==> src/rtl/tmnt_priority_mixer.sv <==
// tmnt_priority_mixer
// Per-pixel layer mixer that sits in front of the palette/colour stage.
// It takes the fix layer, scroll layers A and B and the sprite pixel,
// resolves transparency and priority, and produces the 10-bit palette
// index, shadow flag and composite blank that the colour stage latches.
//
// Ports:
//   V6M             pixel clock, all state changes on its rising edge
//   RESET           synchronous, active-high reset
//   HBLK, VBLK      horizontal / vertical blank, active high
//   FIX_COL         fix pixel     [7:4] bank, [3:0] pen (pen 0 transparent)
//   LA_COL, LB_COL  scroll A / B pixels, same format
//   OBJ_COL         sprite pixel, same format
//   OBJ_PRI         1 = sprite sits behind the front scroll layer
//   OBJ_SHD         1 = opaque sprite pixel is a shadow pixel
//   PRI_WR          CPU strobe, loads CPU_DIN[2:0] into the pending mode
//   CPU_DIN         CPU write data (bits [7:3] unused)
//   CPU_DOUT        {5'b0, pending mode}
//   CD              palette index: [9:8] source (00 fix, 01 A, 10 B, 11 sprite)
//   SHADOW          shadow flag for the colour stage
//   NCBLK           active-low composite blank
//
// Mode bits: [0] SWAP (B in front of A), [1] OBJ_TOP (ignore OBJ_PRI),
//            [2] SHD_EN (shadow sprites darken instead of drawing).

module tmnt_priority_mixer #(
   parameter int PIPE_EXTRA = 0
) (
   input  logic       V6M,
   input  logic       RESET,
   input  logic       HBLK,
   input  logic       VBLK,
   input  logic [7:0] FIX_COL,
   input  logic [7:0] LA_COL,
   input  logic [7:0] LB_COL,
   input  logic [7:0] OBJ_COL,
   input  logic       OBJ_PRI,
   input  logic       OBJ_SHD,
   input  logic       PRI_WR,
   input  logic [7:0] CPU_DIN,
   output logic [7:0] CPU_DOUT,
   output logic [9:0] CD,
   output logic       SHADOW,
   output logic       NCBLK
);

   // Mode register: pending is CPU-visible, active is what the mixer uses
   logic [2:0] pending_mode;
   logic [2:0] active_mode;
   logic       hblk_last;
   logic       unused_din;

   assign unused_din = ^CPU_DIN[7:3];
   assign CPU_DOUT   = {5'b00000, pending_mode};

   // The active mode only moves on the rising edge of HBLK so a line is
   // never drawn with two different modes. A write landing on that very
   // edge goes straight through to active.
   always_ff @(posedge V6M) begin
      if (RESET) begin
         pending_mode <= 3'b000;
         active_mode  <= 3'b000;
         hblk_last    <= 1'b0;
      end else begin
         if (PRI_WR)
            pending_mode <= CPU_DIN[2:0];
         if (HBLK && !hblk_last)
            active_mode <= PRI_WR ? CPU_DIN[2:0] : pending_mode;
         hblk_last <= HBLK;
      end
   end

   // Stage 1: register the pixel inputs together with the mode in force
   // when they arrived. s1_valid stays low after reset so the outputs are
   // held blank until real pixels have reached the output.
   logic       s1_valid;
   logic       s1_blank;
   logic [7:0] s1_fix, s1_la, s1_lb, s1_obj;
   logic       s1_fix_op, s1_la_op, s1_lb_op, s1_obj_op;
   logic       s1_obj_pri, s1_obj_shd;
   logic [2:0] s1_mode;

   always_ff @(posedge V6M) begin
      if (RESET) begin
         s1_valid   <= 1'b0;
         s1_blank   <= 1'b0;
         s1_fix     <= 8'h00;
         s1_la      <= 8'h00;
         s1_lb      <= 8'h00;
         s1_obj     <= 8'h00;
         s1_fix_op  <= 1'b0;
         s1_la_op   <= 1'b0;
         s1_lb_op   <= 1'b0;
         s1_obj_op  <= 1'b0;
         s1_obj_pri <= 1'b0;
         s1_obj_shd <= 1'b0;
         s1_mode    <= 3'b000;
      end else begin
         s1_valid   <= 1'b1;
         s1_blank   <= HBLK | VBLK;
         s1_fix     <= FIX_COL;
         s1_la      <= LA_COL;
         s1_lb      <= LB_COL;
         s1_obj     <= OBJ_COL;
         s1_fix_op  <= (FIX_COL[3:0] != 4'h0);
         s1_la_op   <= (LA_COL[3:0]  != 4'h0);
         s1_lb_op   <= (LB_COL[3:0]  != 4'h0);
         s1_obj_op  <= (OBJ_COL[3:0] != 4'h0);
         s1_obj_pri <= OBJ_PRI;
         s1_obj_shd <= OBJ_SHD;
         s1_mode    <= active_mode;
      end
   end

   // Stage 2 resolve. A shadow sprite (with shadow enabled) never supplies
   // colour; it only raises SHADOW when nothing in front of it is opaque,
   // and resolution carries on to whatever is behind it.
   logic [7:0] front_col, back_col;
   logic [1:0] front_code, back_code;
   logic       front_op;
   logic       obj_behind;
   logic       obj_is_shadow;
   logic       obj_draws;
   logic [9:0] res_cd;
   logic       res_shadow;
   logic       res_ncblk;

   always_comb begin
      front_col     = s1_mode[0] ? s1_lb    : s1_la;
      front_code    = s1_mode[0] ? 2'b10    : 2'b01;
      front_op      = s1_mode[0] ? s1_lb_op : s1_la_op;
      back_col      = s1_mode[0] ? s1_la    : s1_lb;
      back_code     = s1_mode[0] ? 2'b01    : 2'b10;
      obj_behind    = s1_obj_pri & ~s1_mode[1];
      obj_is_shadow = s1_obj_op & s1_obj_shd & s1_mode[2];
      obj_draws     = s1_obj_op & ~obj_is_shadow;

      res_cd     = {back_code, back_col};
      res_shadow = obj_is_shadow & ~s1_fix_op & ~(obj_behind & front_op);
      res_ncblk  = 1'b1;

      if (s1_fix_op)
         res_cd = {2'b00, s1_fix};
      else if (!obj_behind && obj_draws)
         res_cd = {2'b11, s1_obj};
      else if (front_op)
         res_cd = {front_code, front_col};
      else if (obj_behind && obj_draws)
         res_cd = {2'b11, s1_obj};

      if (!s1_valid || s1_blank) begin
         res_cd     = 10'h000;
         res_shadow = 1'b0;
         res_ncblk  = 1'b0;
      end
   end

   // Output register plus PIPE_EXTRA alignment stages, packed as
   // {NCBLK, SHADOW, CD}. Reset clears every stage so outputs read blank.
   logic [11:0] out_pipe [0:PIPE_EXTRA];

   always_ff @(posedge V6M) begin
      if (RESET) begin
         for (int i = 0; i <= PIPE_EXTRA; i++)
            out_pipe[i] <= 12'h000;
      end else begin
         out_pipe[0] <= {res_ncblk, res_shadow, res_cd};
         for (int i = 1; i <= PIPE_EXTRA; i++)
            out_pipe[i] <= out_pipe[i-1];
      end
   end

   assign CD     = out_pipe[PIPE_EXTRA][9:0];
   assign SHADOW = out_pipe[PIPE_EXTRA][10];
   assign NCBLK  = out_pipe[PIPE_EXTRA][11];

endmodule
==> config.mk <==
export PLATFORM = sky130hd
export DESIGN_NAME = tmnt_priority_mixer
export DESIGN_NICKNAME = d
export VERILOG_FILES = /design/src/rtl/tmnt_priority_mixer.sv
export SDC_FILE = /design/constraint.sdc
export NUM_CORES = 1
export LEC_CHECK = 0
export BUFFER_PORTS_ARGS = -buffer_cell sky130_fd_sc_hd__buf_2
export CAP_MARGIN = 40
export CORE_MARGIN = 4
export CORE_UTILIZATION = 53
export DETAILED_ROUTE_END_ITERATION = 10
export PLACE_DENSITY = 0.87
export SYNTH_ARGS = -nofsm -noshare
export SYNTH_HDL_FRONTEND = slang
export SYNTH_SLANG_ARGS = --single-unit
==> constraint.sdc <==
create_clock -name V6M -period 4.4 [get_ports V6M]
set_clock_uncertainty 0.15 [all_clocks]
set_input_delay 0.66 -clock V6M [delete_from_list [all_inputs] [get_ports V6M]]
set_output_delay 0.66 -clock V6M [all_outputs]
set_load 0.005 [all_outputs]
# --- After elaboration in Yosys (flattened, before gate mapping) ---
# Memory sizes are Yosys's and may differ from the RTL's.
# Cells that the tools add are included.
classes:
  n_addsub: 0
  n_mul: 0
  div: 0
  n_lt_le_gt_ge: 0
  n_eq_ne: 0
  shift: 0
  n_mux: 18
  bitwise: 12
  n_reduce_logical: 12
op_table:
  columns: ["op", "n"]
  rows:
  - ["$mux 10", 5]
  - ["$mux 8", 2]
  - ["$reduce_bool 4->1", 4]
  - ["$mux 12", 1]
  - ["$reduce_or 12->1", 1]
  - ["$and 1x1->1", 7]
  - ["$mux 1", 7]
  - ["$mux 2", 2]
  - ["$not 1->1", 4]
  - ["$logic_and 1x1->1", 3]
  - ["$logic_not 1->1", 3]
  - ["$mux 3", 1]
  - ["$logic_or 1x1->1", 1]
  - ["$or 1x1->1", 1]
totals:
  ff_bits: 50
  latch_bits: 0
  mem_bits_rw: 12
  rom_bits: 0
  input_bits: 47
  output_inout_bits: 20
  wordCells: 59
  memories: 1
mem_list:
  columns: ["memory", "depth", "width", "read_ports", "rd_clocked_by_memory_dff", "wr", "line_no", "source"]
  rows:
  - ["out_pipe", 1, 12, 1, 0, 1, "160", "logic [11:0] out_pipe [0:PIPE_EXTRA];"]

# --- Depth between registers and ports, before layout ---
# Gate-level depths: netlist (run 1).
depth:
  ltp_word: 11
  ltp_mapped: 5
  mapped_depth_nobuf: 4

# --- Least setup slack after synthesis (run 1) ---
# OpenSTA, ideal clock, no wires.
synth_path:
  kind: "input to register"
  startpoint: "in RESET"
  endpoint: "mem out_pipe[0][9]"
  setup_ns: 0.091
  t_arrival_ns: 1.284
  required_ns: 4.159
  setup_slack_ns: 2.875
  stages: 3
  path_buffers: 0
  cell_sequence: "nor3b_2 nand2_1 a311oi_1"
synth_between:
  elab_chain_len: 3
  word_cells_on_any_way: 6
  classes_between: "5 x mux; 1 x reduce/logical"
synth_lines:
  columns: ["element", "line_no", "source"]
  rows:
  - ["from (decl)", "30", "input logic RESET,"]
  - ["$mux 1, on equally long branches", "167, 163", null]
  - ["$reduce_or 12->1 (no source line) or $mux 1 (tied branches)", null, null]
  - ["$mux 12 (no source line) or $mux 1 (tied branches)", null, null]
  - ["to (decl)", "160", null]
# Several ways; a longest one is shown, not always the timed one.

# --- Worst setup path after layout (run 1) ---
# Same ends and word-level chain as after synthesis.

==> flow_summary.ini, run 1 <==
[status]
outcome = finished clean

[place]
port_buffers = 56
placed_cells = 301
detailed_place_hpwl_um = 2868
place_congestion = 0.7635

[floorplan]
fp.dieH_um = 71.80
dieArea_um2 = 5155
io_pins = 67
num_rows = 22
die_w_um = 71.80
core-area_um2 = 3799
start_util = 0.5679

[route]
topRoutingLayerUsed = met4
drc_errors = 0
via_per_inst = 4.943
drt_iter0_drc = 66
postRouteAntennaNets = 0
drt_first_pass_iters = 4
routed_wl_um = 4026
vias = 1557
drt-met1-wl_um = 1735
wl_met3_um = 324
wl_met2_um = 1911
wire_per_inst_um = 12.78

[pwr]
ir_drop_mv = 0.2547
power.density_nw_per_um2 = 449.4
leakage_nw = 1.127

[min_path]
hold_depth = 1
hp-class = reg2reg
min_delay_worst_endpoint = s1_mode[1]
min-delay-start = active_mode[1]

[synth]
synth-seq-area-share = 0.5754
synth.most_common_cell = dfxtp_1
syn_inst = 208
ys_ff_latch = 62
netlist_area_um2 = 2157
synthTopCellsByArea = dfxtp_1 (58%), nor2b_1 (11%), a211oi_2 (4.6%)
synth-edff-count = 0
synth_ff_type = dfxtp_1
synth-async-reset-ratio = 0
yosys_warnings = 0
synth.distinct_cells = 26
synth.largest_area_cell = dfxtp_1
avgSynthCellArea_um2 = 10.37
synth_top_area_share = 0.5754
ys_top_cells_by_count = dfxtp_1 (62), nor2b_1 (39), o21ai_0 (16)

[timing]
setup_viol = 0
fin_setup_tns_ns = 0
fin_crit_ns = 2.001
fmax_mhz = 499.9
rsz0062_at_grt = no
relSlewSlack = 0.4342
hold_viol = 0
timing.hold.ws_ns = 0.3152
report.final.slew_viol_count = 0
post-route-period-util = 0.4547
worstMarginPinSlew_ns = 0.8488

[cts]
cts_resized = 0
hold_buffers = 0
cts-root-buf = clkbuf_8
clock_latency_ns = 0.32
cts_tree = yes
cts.sinks = 62
cts.path.max_buffers = 2
path_clk_slew_ns = 0.06
postCtsSetupBuffers = 0
h-tree-depth = 3
cts_buffers = 9

[layout]
drive_gt1_frac = 0.3184
final_nets = 311
synthToLayoutAreaGrowth_pct = 20.82
final_cells = 315
antennaDiodeCount = 0
final_util = 0.6861

[critical_path]
r2r_end = out_pipe[0][2]
crit_family = simple AND/OR/NAND/NOR gates
reg2reg_depth = 4
slowest_delay_ns = 0.59
worstPathArrival_ns = 2.07
r2r_start = s1_mode[0]
cpMaxStageDelayCell = nor3b_2
worstSetupPathType = in2reg
r2r_slack_ns = 2.70
end_kind = register
critical_path_cell_count = 4
worstPathMaxFanout = 51
cp.required_ns = 4.47
worstSetupStartpointType = input pin
critPathBufInv = 1
crit_chain = buf_2, nor3b_2, nand2_1, a311oi_1

[global_routing]
globalRouteOverflowTotal = 0
grt_start_max_net_pins = 52
antenna_found_initial = 0
grt_pass1_wl_um = 6382
grt_use_total = 0.1629
grt_pass1_vias = 1477

[job]
maxCapViolCount = 0
how the worst max path moves through the flow:
stage / startpoint / to / slack (ns)
floorplan: RESET / out_pipe[0][9] / 2.88
global placement: RESET / out_pipe[0][9] / 2.13
detailed placement: RESET / out_pipe[0][9] / 2.06
CTS: RESET / out_pipe[0][9] / 2.39
global route: RESET / out_pipe[0][9] / 2.29
finish: RESET / out_pipe[0][9] / 2.40
cells in the final DEF, fill, tap and decap left out, types with 2 or more instances in the layout:
cell / instances
nor3_1: 10
inv_1: 3
o21ai_0: 16
buf_2: 56
nor2_1: 15
a211oi_2: 8
nor4_1: 4
nor2b_1: 39
clkbuf_1: 2
a211oi_1: 4
clkbuf_8: 11
nand3_1: 9
nand2_1: 3
dfxtp_1: 62
mux2i_1: 4
conb_1: 5
and3_2: 5
and3_1: 3
flip-flops by register name, summed over array words and instances (netlist names):
register      cells
s1_valid          1
hblk_last         1
pending_mode      3
s1_obj_op         1
s1_fix_op         1
s1_obj_pri        1
s1_obj            8
s1_la             8
s1_lb_op          1
out_pipe         12
s1_lb             8
s1_obj_shd        1
s1_la_op          1
active_mode       3
s1_fix            8
s1_mode           3
s1_blank          1
kinds of logic after synthesis:
family / share of synthesized area
AOI/OAI and AO/OA: 0.1143
buffers and inverters: 0.04930
DFF: 0.5754
muxes: 0.01856
other: 0.001738
and+or+nand+nor: 0.2407
metal layers:
metal | global-route usage | vias to the layer above
li1 | - | 803
met1 | 0.1883 | 692
met2 | 0.2633 | 57
met4 | 0.08768 | 0
met5 | 0 | -
met3 | 0.05750 | 5
layout make-up:
class	count	area (µm²)
Fill cell	286	1192
Multi-Input combinational cell	132	824.5
Tap cell	48	60.06
Clock buffer	13	158.9
Inverter	3	11.26
Sequential cell	62	1241
Timing Repair Buffer	56	280.3
Clock inverter	1	30.03
where the power goes:
group	leakage, nW	internal [W]	switching (W)
combinational	0.517	0.0000450	0.0000497
sequential	0.514	0.000591	0.0000119
clock	0.0956	0.000287	0.000186
stage by stage:
step                      setup slack, ns  total power (W)  cell area, µm²
after floorplan                     2.875        0.0006778            2172
after global placement              2.127        0.0007071            2417
after detailed placement            2.062        0.0007104            2417
after CTS                           2.394         0.001179            2606
after global routing                2.294         0.001215            2606
final                               2.399         0.001171            2606
worst register-to-register path, cell delays in order (launching register included):
cell,delay [ns]
dfxtp_1,0.41
mux2i_1,0.13
o21ai_2,0.49
and3_2,0.32
a211oi_2,0.06
Power figures use the tool's default switching activity.
==> run 2: changes to the inputs <==
Settings changed: CORE_UTILIZATION 53 to 50, PLACE_DENSITY 0.87 to 0.83.
Clock period 4.4 ns to 1.9 ns, I/O delays scaled along.
==> run 2 against run 1 <==
Sequential share of layout area down 1.7 points. Flip-flop and latch count unchanged. Clock power up 140%. Largest power group unchanged. First-iteration DRC count up 47%.
==> flow_summary.ini, run 2 (synthesis gave the netlist of run 1 again) <==
[status]
outcome = finished clean

[floorplan]
core-area_um2 = 4086
fp.dieH_um = 73.68
dieArea_um2 = 5429
die_w_um = 73.68
num_rows = 23
start_util = 0.5279
io_pins = 67

[global_routing]
globalRouteOverflowTotal = 0
grt_pass1_vias = 1518
antenna_found_initial = 0
grt_pass1_wl_um = 6506
grt_use_total = 0.1666
grt_start_max_net_pins = 51

[critical_path]
cpMaxStageDelayCell = dfxtp_1
reg2reg_depth = 5
worstPathMaxFanout = 16
worstSetupStartpointType = register
r2r_start = s1_mode[0]
r2r_slack_ns = 0.30
worstSetupPathType = reg2reg
crit_chain = mux2i_1, o21ai_2, buf_4, and3_2, a211oi_2
slowest_delay_ns = 0.41
worstPathArrival_ns = 1.70
r2r_end = out_pipe[0][6]
cp.required_ns = 2.01
end_kind = register

[cts]
postCtsSetupBuffers = 0
cts_tree = yes
clock_latency_ns = 0.34
cts_resized = 0
cts.sinks = 62
cts-root-buf = clkbuf_8
h-tree-depth = 3
cts.path.max_buffers = 2
cts_buffers = 9
path_clk_slew_ns = 0.06

[layout]
final_cells = 328
largest_reg_flops = 12
antennaDiodeCount = 0
synthToLayoutAreaGrowth_pct = 25.17
layout_commonest_cell = dfxtp_1
largest_register = out_pipe
final_nets = 320
final_cell_mix = dfxtp_1 (62), buf_2 (56), nor2b_1 (39)
drive_gt1_frac = 0.3309

[min_path]
min_delay_worst_endpoint = s1_obj[4]
hold_depth = 2
min-delay-start = OBJ_COL[4]
hp-class = in2reg

[timing]
worstMarginPinSlew_ns = 0.5997
hold_viol = 0
setup_viol = 0
rsz0062_at_grt = no
report.final.slew_viol_count = 0
fin_setup_tns_ns = 0
fin_crit_ns = 1.596
relSlewSlack = 0.5998
post-route-period-util = 0.8401
fmax_mhz = 626.5

[route]
drt_first_pass_iters = 4
vias = 1588
routed_wl_um = 4158
drt_iter0_drc = 97
wire_per_inst_um = 12.68
drc_errors = 0
via_per_inst = 4.841
postRouteAntennaNets = 0

[place]
detailed_place_hpwl_um = 2893
placed_cells = 307
place_congestion = 0.7926
port_buffers = 56

[pwr]
power_frac_comb = 0.085
power.density_nw_per_um2 = 1025
ir_drop_mv = 0.6184
leakage_nw = 1.178
power.switching_w = 0.0006133
sequentialPowerShare = 0.503
netSwitchingFraction = 0.2215
p_int_w = 0.002156
p_clk_frac = 0.412

[job]
maxCapViolCount = 0
run 2: changes by cell type in the layout (fill, tap and decap cells not counted):
cell / change
clkinv_2: +3
dlygate4sd3_1: +5
clkbuf_1: -1
buf_4: +4
run 2: how the worst max path moves through the flow:
stage | endpoint | start | cells past startpoint | slack [ns]
detailed placement | out_pipe[0][6] | s1_mode[0] | 5 | 0.30
finish | out_pipe[0][6] | s1_mode[0] | 5 | 0.30
floorplan | out_pipe[0][4] | s1_mode[0] | 5 | 0.47
CTS | out_pipe[0][6] | s1_mode[0] | 5 | 0.29
global placement | out_pipe[0][6] | s1_mode[0] | 5 | 0.38
global route | out_pipe[0][6] | s1_mode[0] | 5 | 0.21
run 2: critical path, delay by kind of cell, from the launching register on:
| family | cells | cell delay [ns] |
|---|---|---|
| DFF | 1 | 0.41 |
| AOI/OAI and AO/OA | 2 | 0.29 |
| muxes | 1 | 0.29 |
| and+or+nand+nor | 1 | 0.19 |
| buffers and inverters | 1 | 0.18 |
run 2: power groups by stage:
| stage | clock network [W] | registers (W) | logic (W) |
|---|---|---|---|
| 6_report | 0.00114 | 0.00139 | 0.000236 |
| 5_1_grt | 0.00123 | 0.00140 | 0.000265 |
| 4_1_cts | 0.00116 | 0.00139 | 0.000236 |
| 3_5_place_dp | 0 | 0.00142 | 0.000229 |
| 3_3_place_gp | 0 | 0.00142 | 0.000223 |
| 2_1_floorplan | 0 | 0.00142 | 0.000153 |
run 2: layer usage:
metal / global-route usage / part of all wire / wire (µm) / up-vias
li1: - / - / - / 822
met1: 0.1806 / 0.41 / 1711 / 692
met2: 0.2569 / 0.46 / 1918 / 64
met3: 0.09439 / 0.10 / 426 / 10
met4: 0.08853 / 0.024 / 101 / 0
met5: 0 / 0 / 0 / -
run 2: stage by stage:
stage          hold slack (ns)  worst slack [ns]  cell area (µm²)  utilization  total power [W]
2_1_floorplan           0.2478            0.4690             2172            -         0.001570
3_3_place_gp            0.2972            0.3817             2450       0.5995         0.001643
3_5_place_dp            0.3050            0.2987             2450       0.5995         0.001650
4_1_cts               0.003128            0.2895             2690       0.6583         0.002788
5_1_grt               0.001435            0.2112             2700       0.6607         0.002898
6_report              0.002106            0.3038             2700       0.6607         0.002769
run 2: area by class of cell:
| type | count | area, µm² |
|---|---|---|
| fillers | 339 | 1386 |
| flip-flops and latches | 62 | 1241 |
| multi-input cells | 132 | 824.5 |
| repair buffers | 65 | 360.3 |
| clock buffers | 12 | 155.1 |
| well taps | 50 | 62.56 |
| clock inverters | 4 | 45.04 |
| inverters | 3 | 11.26 |
run 2: what timing repair did:
action,CTS,global route
hold buffers,4,1
hold endpoints to repair,4,1
setup endpoints to repair,0,0
